$ cat config.mk
export PLATFORM = sky130hd
export DESIGN_NAME = dct8_mem_sched
export DESIGN_NICKNAME = d
export VERILOG_FILES = /design/src/rtl/dct8_mem_sched.sv
export SDC_FILE = /design/constraint.sdc
export NUM_CORES = 1
export LEC_CHECK = 0
export CAP_MARGIN = 20
export CORE_AREA = 2 2 55 57
export DETAILED_ROUTE_END_ITERATION = 8
export DIE_AREA = 0 0 57 59
export PLACE_DENSITY = 0.83
export REMOVE_ABC_BUFFERS = 1
export SYNTH_ARGS = -nofsm -noshare
export SYNTH_HDL_FRONTEND = slang
export SYNTH_SLANG_ARGS = --single-unit
$ cat constraint.sdc
create_clock -name clk -period 4.3 [get_ports clk]
set_input_delay 1.29 -clock clk [delete_from_list [all_inputs] [get_ports clk]]
set_output_delay 1.29 -clock clk [all_outputs]
set_load 0.01 [all_outputs]
$ cat src/rtl/dct8_mem_sched.sv
// dct8_mem_sched: four-stage ping-pong read/write-back scheduler for the memory-based 8-point DCT.
// Optional busy-cycle counter enabled by defining DCT8_SCHED_PERF_EN.
module dct8_mem_sched #(
  parameter int N   = 8,
  parameter int LAT = 2
) (
  input  logic        clk,
  input  logic        rst_n,
  input  logic        start,
  input  logic        hold,
  output logic        busy,
  output logic        done,
  output logic [1:0]  stage,
  output logic        rd_en,
  output logic [3:0]  rd_addr,
  output logic        wr_en,
  output logic [3:0]  wr_addr,
  output logic [15:0] perf_cycles
);
  localparam logic [1:0] S_IDLE  = 2'd0;
  localparam logic [1:0] S_READ  = 2'd1;
  localparam logic [1:0] S_DRAIN = 2'd2;
  localparam logic [1:0] S_DONE  = 2'd3;
  logic [1:0] state_q, state_d, stage_q, stage_d;
  logic [2:0] idx_q, idx_d, cnt_q, cnt_d, perm;
  logic       busy_q, done_q, rd_en_q;
  logic [3:0] rd_addr_q;
  logic [4:0] pipe_q [LAT];
  logic       accept, issue, drain_end;
  // done_q blocks a start seen while done is still showing, so the done cycle never restarts
  assign accept    = state_q == S_IDLE && start && !done_q;
  assign issue     = state_q == S_READ && !hold;
  assign drain_end = state_q == S_DRAIN && cnt_q == 3'(LAT - 1);
  // per-stage butterfly read-index permutation
  always_comb begin
    perm = stage_q == 2'd0 ? idx_q :
           stage_q == 2'd1 ? {idx_q[0], idx_q[2:1]} :
           stage_q == 2'd2 ? {idx_q[1:0], idx_q[2]} :
                             {idx_q[0], idx_q[1], idx_q[2]};
  end
  // stage sequencing: issue eight reads, drain LAT cycles, advance or finish
  always_comb begin
    state_d = state_q;
    stage_d = stage_q;
    idx_d   = idx_q;
    cnt_d   = cnt_q;
    case (state_q)
      S_IDLE: if (accept) begin
        state_d = S_READ;
        stage_d = 2'd0;
        idx_d   = 3'd0;
      end
      S_READ: if (issue) begin
        idx_d = idx_q + 3'd1;
        if (idx_q == 3'(N - 1)) begin
          state_d = S_DRAIN;
          cnt_d   = 3'd0;
        end
      end
      S_DRAIN: if (!drain_end) cnt_d = cnt_q + 3'd1;
        else if (stage_q == 2'd3) state_d = S_DONE;
        else begin
          state_d = S_READ;
          stage_d = stage_q + 2'd1;
          idx_d   = 3'd0;
        end
      default: state_d = S_IDLE;
    endcase
  end
  // control state and registered read-side outputs
  always_ff @(posedge clk) begin
    if (!rst_n) begin
      state_q   <= S_IDLE;
      stage_q   <= 2'd0;
      idx_q     <= 3'd0;
      cnt_q     <= 3'd0;
      busy_q    <= 1'b0;
      done_q    <= 1'b0;
      rd_en_q   <= 1'b0;
      rd_addr_q <= 4'd0;
    end else begin
      state_q   <= state_d;
      stage_q   <= stage_d;
      idx_q     <= idx_d;
      cnt_q     <= cnt_d;
      busy_q    <= state_q == S_READ || state_q == S_DRAIN;
      done_q    <= state_q == S_DONE;
      rd_en_q   <= issue;
      rd_addr_q <= issue ? {stage_q[0], perm} : 4'd0;
    end
  end
  // write-back delay line: each issued read returns LAT cycles later to the opposite bank
  always_ff @(posedge clk) begin
    if (!rst_n) begin
      for (int i = 0; i < LAT; i++) pipe_q[i] <= 5'd0;
    end else begin
      pipe_q[0] <= rd_en_q ? {1'b1, ~rd_addr_q[3], rd_addr_q[2:0]} : 5'd0;
      for (int i = 1; i < LAT; i++) pipe_q[i] <= pipe_q[i-1];
    end
  end
  assign busy    = busy_q;
  assign done    = done_q;
  assign stage   = stage_q;
  assign rd_en   = rd_en_q;
  assign rd_addr = rd_addr_q;
  assign wr_en   = pipe_q[LAT-1][4];
  assign wr_addr = pipe_q[LAT-1][3:0];
`ifdef DCT8_SCHED_PERF_EN
  logic [15:0] pc_q, pc_d, perf_q;
  assign pc_d = (busy_q && pc_q != 16'hFFFF) ? pc_q + 16'd1 : pc_q;
  // saturating busy-cycle counter, latched into perf_cycles as the transform finishes
  always_ff @(posedge clk) begin
    if (!rst_n) begin
      pc_q   <= 16'd0;
      perf_q <= 16'd0;
    end else begin
      pc_q <= accept ? 16'd0 : pc_d;
      if (state_q == S_DONE) perf_q <= pc_d;
    end
  end
  assign perf_cycles = perf_q;
`else
  assign perf_cycles = 16'd0;
`endif
endmodule

After elaboration in Yosys (flattened, before gate mapping)

Memory sizes are Yosys's and may differ from the RTL's.
Cells that the tools add are included.

$add $sub $neg: 3
Equality and inequality tests: 14
Muxes and demuxes: 27
Bitwise logic cells: 3
Reduce and logical (&&, ||, !) cells: 17

Operator list:

| cell                  | count |
|---|---|
| $mux W3               | 10 |
| $mux W2               | 8 |
| $mux W5               | 3 |
| $ne A2 B2 Y1 const B  | 6 |
| $reduce_and A4 Y1     | 3 |
| $pmux W3 S3           | 1 |
| $eq A2 B2 Y1 const B  | 4 |
| $add A3 B1 Y3 const B | 2 |
| $pmux W2 S3           | 1 |
| $pmux W3 S2           | 1 |
| $reduce_and A5 Y1     | 1 |
| $eq A2 B1 Y1 const B  | 2 |
| $logic_and A1 B1 Y1   | 4 |
| $logic_not A2 Y1      | 2 |
| $pmux W2 S2           | 1 |
| $reduce_bool A2 Y1    | 2 |
| $eq A3 B1 Y1 const B  | 1 |
| $eq A3 B3 Y1 const B  | 1 |
| $reduce_bool A3 Y1    | 1 |
| $add A2 B1 Y2 const B | 1 |
| $logic_not A1 Y1      | 2 |
| $mux W1               | 2 |
| $or A1 B1 Y1          | 2 |
| $reduce_and A2 Y1     | 1 |
| 2 further kinds       | 2 |

Flip-flop bits (word level): 17
Bits in writable memories: 10
Bits of input ports: 4
Memories: 1

Memory list:

| name   | depth | width | read ports | clocked after memory_dff | write ports | line | text |
|---|---|---|---|---|---|---|---|
| pipe_q | 2     | 5     | 2          | 0                        | 2           | 28   | `logic [4:0] pipe_q [LAT];` |

Depth between registers and ports, before layout

Gate-level depths: netlist of run 1.

Depth after elaboration: 5
Gate-level depth with buffers: 7
Mapped depth without buffers: 6

Worst setup path after synthesis of run 1

No wires, ideal clock.

Path type: in2reg
From: input port hold
To: register state_q[1]
Data arrival time: 2.254 ns
Setup slack: 1.929 ns
Stages on the path: 4
Buffers on the path: 0
Cell sequence: nand2b_4 > a222oi_1 > o21ai_1 > a32o_1

Word-level cells in the longest chain between the ends: 4

RTL lines:

| element                     | line | text |
|---|---|---|
| from (decl)                 | 10   | `input logic hold,` |
| $logic_not A1 Y1            | 32   | `assign issue = state_q == S_READ && !hold;` |
| $logic_and A1 B1 Y1         | 32   |  |
| $ne A2 B2 Y1 (no line)      | n/a  |  |
| $reduce_and A4 Y1 (no line) | n/a  |  |
| to (signal assigned)        | 82   | `state_q <= state_d;` |
| to (decl)                   | 24   | `logic [1:0] state_q, state_d, stage_q, stage_d;` |

No other way between the ends.
A chain may end at the register's enable or synchronous reset.

Final worst setup path of run 1

Same ends and word-level chain as after synthesis.

==> results of run 1 <==
==> critical path: cells and delay by family <==
kind                   cells  cell delay (ps)
buffers and inverters      1              510
AO/OA/AOI/OAI              3              920
AND/OR/NAND/NOR            1              200
==> layer usage <==
metal / track usage (%) / up-vias / routed length [microns]
met4: 5.98 / 0 / 29
met3: 2.62 / 5 / 119
met2: 27.8 / 48 / 1200
met5: 0 / - / 0
li1: - / 495 / -
met1: 18.2 / 471 / 1070
==> flip-flops by register name, summed over array words and instances (netlist names) <==
| name | flops |
|---|---|
| idx_q | 3 |
| rd_addr | 4 |
| pipe_q | 10 |
| rd_en | 1 |
| done | 1 |
| cnt_q | 3 |
| stage | 2 |
| state_q | 2 |
| busy | 1 |
==> placed cells by master (no fill, tap or decap), types with 2 or more instances in the layout <==
master	count
dfxtp_1	27
clkdlybuf4s50_1	17
conb_1	16
ha_1	14
nor2_1	12
inv_1	9
and2_1	8
nand3_1	6
nand2_1	6
mux2i_1	5
a21oi_1	4
o31ai_1	3
and3_1	3
clkbuf_4	3
a211oi_1	2
nand2b_1	2
nor3b_1	2
o21ai_0	2
nor3_1	2
==> layout make-up <==
cell class | instances | area [sq um] | share of cell area, %
clock buffers | 3 | 22.5 | 1.49
clock inverters | 1 | 5.00 | 0.330
well taps | 31 | 38.8 | 2.56
inverters | 9 | 33.8 | 2.23
multi-input cells | 105 | 706 | 46.5
repair buffers | 17 | 170 | 11.2
flip-flops and latches | 27 | 541 | 35.6
==> cell families after synthesis <==
logic type / after synthesis / synth area share, %
AND/OR/NAND/NOR: 49 / 19.5
buffers and inverters: 32 / 14.2
flip-flops: 27 / 39.0
AO/OA/AOI/OAI: 21 / 10.8
adder cells (fa/ha/maj): 14 / 12.6
multiplexers: 5 / 3.61
other: 1 / 0.270
==> per-stage QoR <==
step | std cells | hold WS, ps
global route | 193 | 469
CTS | 193 | 449
floorplan | 141 | 412
global placement | 189 | 410
finish | 193 | 439
detailed placement | 189 | 427
==> worst paths after layout <==
kind                        to  slack [ps]  depth (start not counted)
hold reg to reg   pipe_q[0][3]         440                          1
setup / recovery    state_q[1]        1610                          5
setup reg to reg    state_q[1]        2340                          5
hold / removal    pipe_q[0][3]         440                          1
==> power groups by stage <==
| stage | registers, uW | clock network, uW | logic (uW) |
|---|---|---|---|
| 2_1_floorplan | 293 | 0 | 134 |
| 3_3_place_gp | 292 | 0 | 176 |
| 3_5_place_dp | 294 | 0 | 184 |
| 4_1_cts | 288 | 111 | 185 |
| 5_1_grt | 291 | 121 | 210 |
| 6_report | 289 | 107 | 187 |
==> reports/metrics.csv, run 1 <==
stage,metric,value,unit
logic_synthesis,synth_edf_count,0,
route,drt_iter0_drc,33,
finish,layout-drive-gt1-share,4.32,%
finish,synthToLayoutAreaGrowth,9.39,%
critical_path,worstPathRequired,4530,ps
floorplanning,die_area,3360,sq um
global_routing,grt_use_total,15.4,%
logic_synthesis,synth.distinct_cells,38,
clocking,cts_hold_buf,0,
critical_path,setup.worst_path.start_class,input pin,
route,wire_per_inst,12.5,microns
critical_path,startpoint,hold,
pwr,finalPower,583,uW
finish,diodes,0,
critical_path,max_stage_delay,520,ps
timing,rsz0062_at_grt,false,
clocking,worstSkewPairLatency,320,ps
place,place_ws,1270,ps
floorplanning,die_x,57,microns
route,vias,1019,
place,gp_congestion,0.776,
logic_synthesis,yosysWarnings,0,
global_routing,grt_pass1_vias,969,
timing,final_hold_viol_count,0,
logic_synthesis,synth_commonest_cells,"27 x dfxtp_1, 20 x buf_4, 14 x ha_1, 12 x nor2_1, 9 x inv_1",
finish,postLayoutCellArea,1520,sq um
pwr,p_leak,0.000639,uW
clocking,cts_tree,done,
clocking,cts_max_level,1,
finish,finalCoreUtilization,56.0,%
critical_path,worstPathArrival,2930,ps
pwr,p_int,382,uW
critical_path,crit_fanout,6,
pwr,p_clk_share,18.3,%
floorplanning,die_h,59,microns
timing,post-route-period-util,62.7,%
clocking,clk_pin_slew,140,ps
timing,report.final.slew_viol_count,0,
route,final_antenna_net_count,0,
route,avgViaCountPerCell,5.28,
critical_path,critPathCaptureType,register,
clocking,cts_buffers,3,
logic_synthesis,async_flop_share,0,%
pwr,combPwrFrac,32.1,%
outcome,status,completed,
critical_path,r2r_start,state_q[1],
floorplanning,row_count,19,
critical_path,cpMaxStageDelayCell,a222oi_1,
timing,setup_ws,1610,ps
route,drt_wl_total,2420,microns
route,first_pass_iters,6,
finish,fill_cells,250,
pwr,p_per_area,385,nW/um^2
clocking,post_cts_buffers,0,
flow_run,maxCapViolCount,0,
logic_synthesis,syn_avg_cell_area,9.30,sq um
floorplanning,initial_utilization,51.2,%
logic_synthesis,synth_top_area_share,39.0,%
global_routing,antenna_found_initial,0,
finish,fin_nets,181,
timing,slew_headroom,53.6,%
clocking,cts_resized,0,
logic_synthesis,synthFlopType,dfxtp_1,
worst_hold_path,min_from,rd_addr[3],
global_routing,grt-ovfl-total,0,
pwr,p_sw_share,34.5,%
timing,setup_viol,0,
logic_synthesis,synth_area,1390,sq um
global_routing,grt_max_degree,24,
floorplanning,design.core.area,2710,sq um
logic_synthesis,ys_seq_area_share,39.0,%
pwr,seqPwrFrac,49.6,%
critical_path,crit_chain,clkdlybuf4s50_1 > nand2b_4 > a222oi_1 > o21ai_1 > a32o_1,
logic_synthesis,syn_inst,149,
timing,fin_worst_skew,4.42,ps
place,placed_area,1490,sq um
timing,fmax,0.371,GHz
route,drc,0,
clocking,cts_max_path_buffers,2,
floorplanning,ioPinCount,34,
worst_hold_path,worst_hold_path_type,register to register,
timing,period_minus_slack,2700,ps
logic_synthesis,synthMostInstantiatedCell,dfxtp_1,
pwr,ir_drop,264,uV
clocking,clockRootBuffer,clkbuf_4,
timing,setup_tns,0,ps
critical_path,critical_path_class,input pin to register,
place,port_buffers,17,
timing,worstMarginPinSlew,695,ps
logic_synthesis,yosys-top-cells-area,"dfxtp_1 39%, ha_1 13%, buf_4 11%",
pwr,p_sw,201,uW
place,hpwl,1820,microns
logic_synthesis,ys_ff_latch,27,
clocking,numClockSinks,27,
global_routing,grt_first_pass_wirelength,4090,microns
logic_synthesis,yosysTopAreaCell,dfxtp_1,
(Power assumes the default switching activity.)
==> inputs of run 2 (changes only) <==
--- a/config.mk
+++ b/config.mk
@@ -6,10 +6,10 @@
 export NUM_CORES = 1
 export LEC_CHECK = 0
 export CAP_MARGIN = 20
-export CORE_AREA = 2 2 55 57
+export CORE_AREA = 2 2 57 59
 export DETAILED_ROUTE_END_ITERATION = 8
-export DIE_AREA = 0 0 57 59
-export PLACE_DENSITY = 0.83
+export DIE_AREA = 0 0 59 61
+export PLACE_DENSITY = 0.78
 export REMOVE_ABC_BUFFERS = 1
 export SYNTH_ARGS = -nofsm -noshare
 export SYNTH_HDL_FRONTEND = slang
==> constraint.sdc (replaced) <==
create_clock -name clk -period 2.5 [get_ports clk]
set_input_delay 0.75 -clock clk [delete_from_list [all_inputs] [get_ports clk]]
set_output_delay 0.75 -clock clk [all_outputs]
set_load 0.01 [all_outputs]
==> run 2 against run 1 <==
Effect of this change:
- hold slack improved by 1.6 ps
- via count shrank 0.39%
- first-iteration DRC count down 30%
- worst setup slack worse by 1200 ps
- combinational power is 88% higher
- highest routed layer unchanged
- largest cell class unchanged
- die area up 7.0%
- register-to-register slack got worse by 1700 ps
- utilization decreased by 3.3 points
- sequential share of layout area down 0.89 points
- power grew 78%
==> reports/metrics.csv, run 2 (synthesized netlist as in run 1, its figures left out) <==
stage,metric,value,unit,change
clocking,cts_max_level,1,,unchanged
pwr,p_clk_share,18.2,%,about the same
critical_path,cpMaxStageDelayCell,clkdlybuf4s50_1,,
pwr,p_per_area,666,nW/um^2,+73%
floorplanning,row_count,20,,+1
timing,setup_viol,0,,unchanged
critical_path,cpLargestDelayFamily,buffers and inverters,,
timing,worstMarginPinSlew,487,ps,-208 ps
finish,synthToLayoutAreaGrowth,12.2,%,
pwr,seqPwrFrac,47.9,%,-1.7 points
global_routing,grt_use_total,15.3,%,-0.085 points
finish,mostFrequentLayoutCell,dfxtp_1,,
floorplanning,ioPinCount,34,,unchanged
global_routing,antenna_found_initial,0,,unchanged
critical_path,worstPathRequired,1750,ps,-2780 ps
clocking,numClockSinks,27,,unchanged
clocking,cts_tree,done,,
global_routing,grt-ovfl-total,0,,unchanged
floorplanning,design.core.area,2950,sq um,+9.0%
route,wire_per_inst,12.7,microns,+1.4%
route,final_antenna_net_count,0,,unchanged
timing,period_minus_slack,2100,ps,
route,drt_wl_total,2540,microns,+5.0%
pwr,combPwrFrac,33.9,%,+1.8 points
clocking,post_cts_buffers,0,,unchanged
pwr,ir_drop,332,uV,+26%
critical_path,crit_fanout,7,,+1
timing,rsz0062_at_grt,false,,
clocking,cts_resized,0,,unchanged
floorplanning,initial_utilization,46.9,%,-4.2 points
finish,fill_cells,292,,+17%
route,first_pass_iters,5,,-1
critical_path,crit_chain,clkdlybuf4s50_1,,
floorplanning,die_area,3600,sq um,+7.0%
pwr,p_sw,352,uW,+75%
finish,largest_reg_flops,10,,unchanged
critical_path,setup.worst_path.start_class,register,,
timing,finalHoldWorstSlack,441,ps,+1.60 ps
finish,fin_nets,186,,+2.8%
route,avgViaCountPerCell,5.08,,-3.9%
timing,fmax,0.476,GHz,
timing,slew_headroom,66.7,%,+13 points
global_routing,grt_max_degree,15,,-38%
critical_path,critical_path_class,register to primary output,,
outcome,status,completed,,
clocking,worstSkewPairLatency,320,ps,about the same
clocking,clockRootBuffer,clkbuf_4,,
clocking,cts_hold_buf,0,,unchanged
timing,report.final.slew_viol_count,0,,unchanged
finish,diodes,0,,unchanged
timing,post-route-period-util,84.1,%,
place,port_buffers,17,,unchanged
critical_path,worstPathArrival,1350,ps,-1580 ps
route,drc,0,,unchanged
clocking,cts_max_path_buffers,2,,unchanged
route,vias,1015,,-0.39%
critical_path,max_stage_delay,570,ps,+50 ps
timing,final_hold_viol_count,0,,unchanged
finish,layout_common_cells,"27 x dfxtp_1, 17 x clkdlybuf4s50_1, 16 x conb_1",,
finish,regMostFlops,pipe_q,,
pwr,p_sw_share,34.0,%,-0.56 points
critical_path,critPathCaptureType,primary output,,
pwr,p_leak,0.000661,uW,+3.4%
route,drt_iter0_drc,23,,-30%
floorplanning,die_h,61,microns,+3.4%
clocking,clk_pin_slew,140,ps,about the same
global_routing,grt_first_pass_wirelength,4110,microns,+0.51%
global_routing,grt_pass1_vias,970,,+0.10%
floorplanning,die_x,59,microns,+3.5%
worst_hold_path,worst_hold_path_type,register to register,,
finish,layout-drive-gt1-share,6.59,%,+2.3 points
critical_path,crit_buf_inv,1,,unchanged
clocking,cts_buffers,3,,unchanged
timing,setup_tns,0,ps,unchanged
place,hpwl,1960,microns,+7.7%
timing,fin_worst_skew,1.08,ps,-3.34 ps
place,gp_congestion,0.806,,+3.9%
pwr,p_int,684,uW,+79%
place,placed_cells,196,,+3.7%
flow_run,maxCapViolCount,0,,unchanged
finish,instances_no_fill,200,,+3.6%
## run 2: final cells by class
| cell class | count | area (sq um) | area share, % |
|---|---|---|---|
| multi-input combinational | 105 | 706 | 45.4 |
| timing repair buffer | 22 | 208 | 13.4 |
| sequential | 27 | 541 | 34.8 |
| tap | 33 | 41.3 | 2.65 |
| clock buffer | 4 | 26.3 | 1.69 |
| inverter | 9 | 33.8 | 2.17 |
## run 2: power by group through the flow
stage	registers (uW)	clock network [uW]	logic, uW
after CTS	497	194	350
final	496	188	351
after global placement	504	0	335
after global routing	501	211	388
after detailed placement	506	0	348
after floorplan	504	0	231
## run 2: through the flow
step	power (uW)	instance area (sq um)	utilization (%)	setup WS, ps
global placement	839	1530	51.8	326
global route	1100	1560	52.7	294
floorplan	734	1280	-	669
detailed placement	854	1530	51.8	238
CTS	1040	1560	52.7	378
finish	1040	1560	52.7	398
## run 2: layer usage
metal  GRT usage, %  share of wire [%]  up-vias
met3           2.77                4.5        4
met4           6.82                1.3        0
met1           16.9                 43      474
met2           28.4                 51       28
li1               -                  -      509
met5              0                  0        -
## run 2: path summary, 6_finish.rpt
check	cells past startpoint	end	startpoint	slack (ps)
worst max register to register	5	state_q[1]	state_q[1]	670
worst min register to register	1	pipe_q[0][3]	rd_addr[3]	440
worst max-delay path	1	stage[0]	stage[0]	400
worst min-delay path	1	pipe_q[0][3]	rd_addr[3]	440
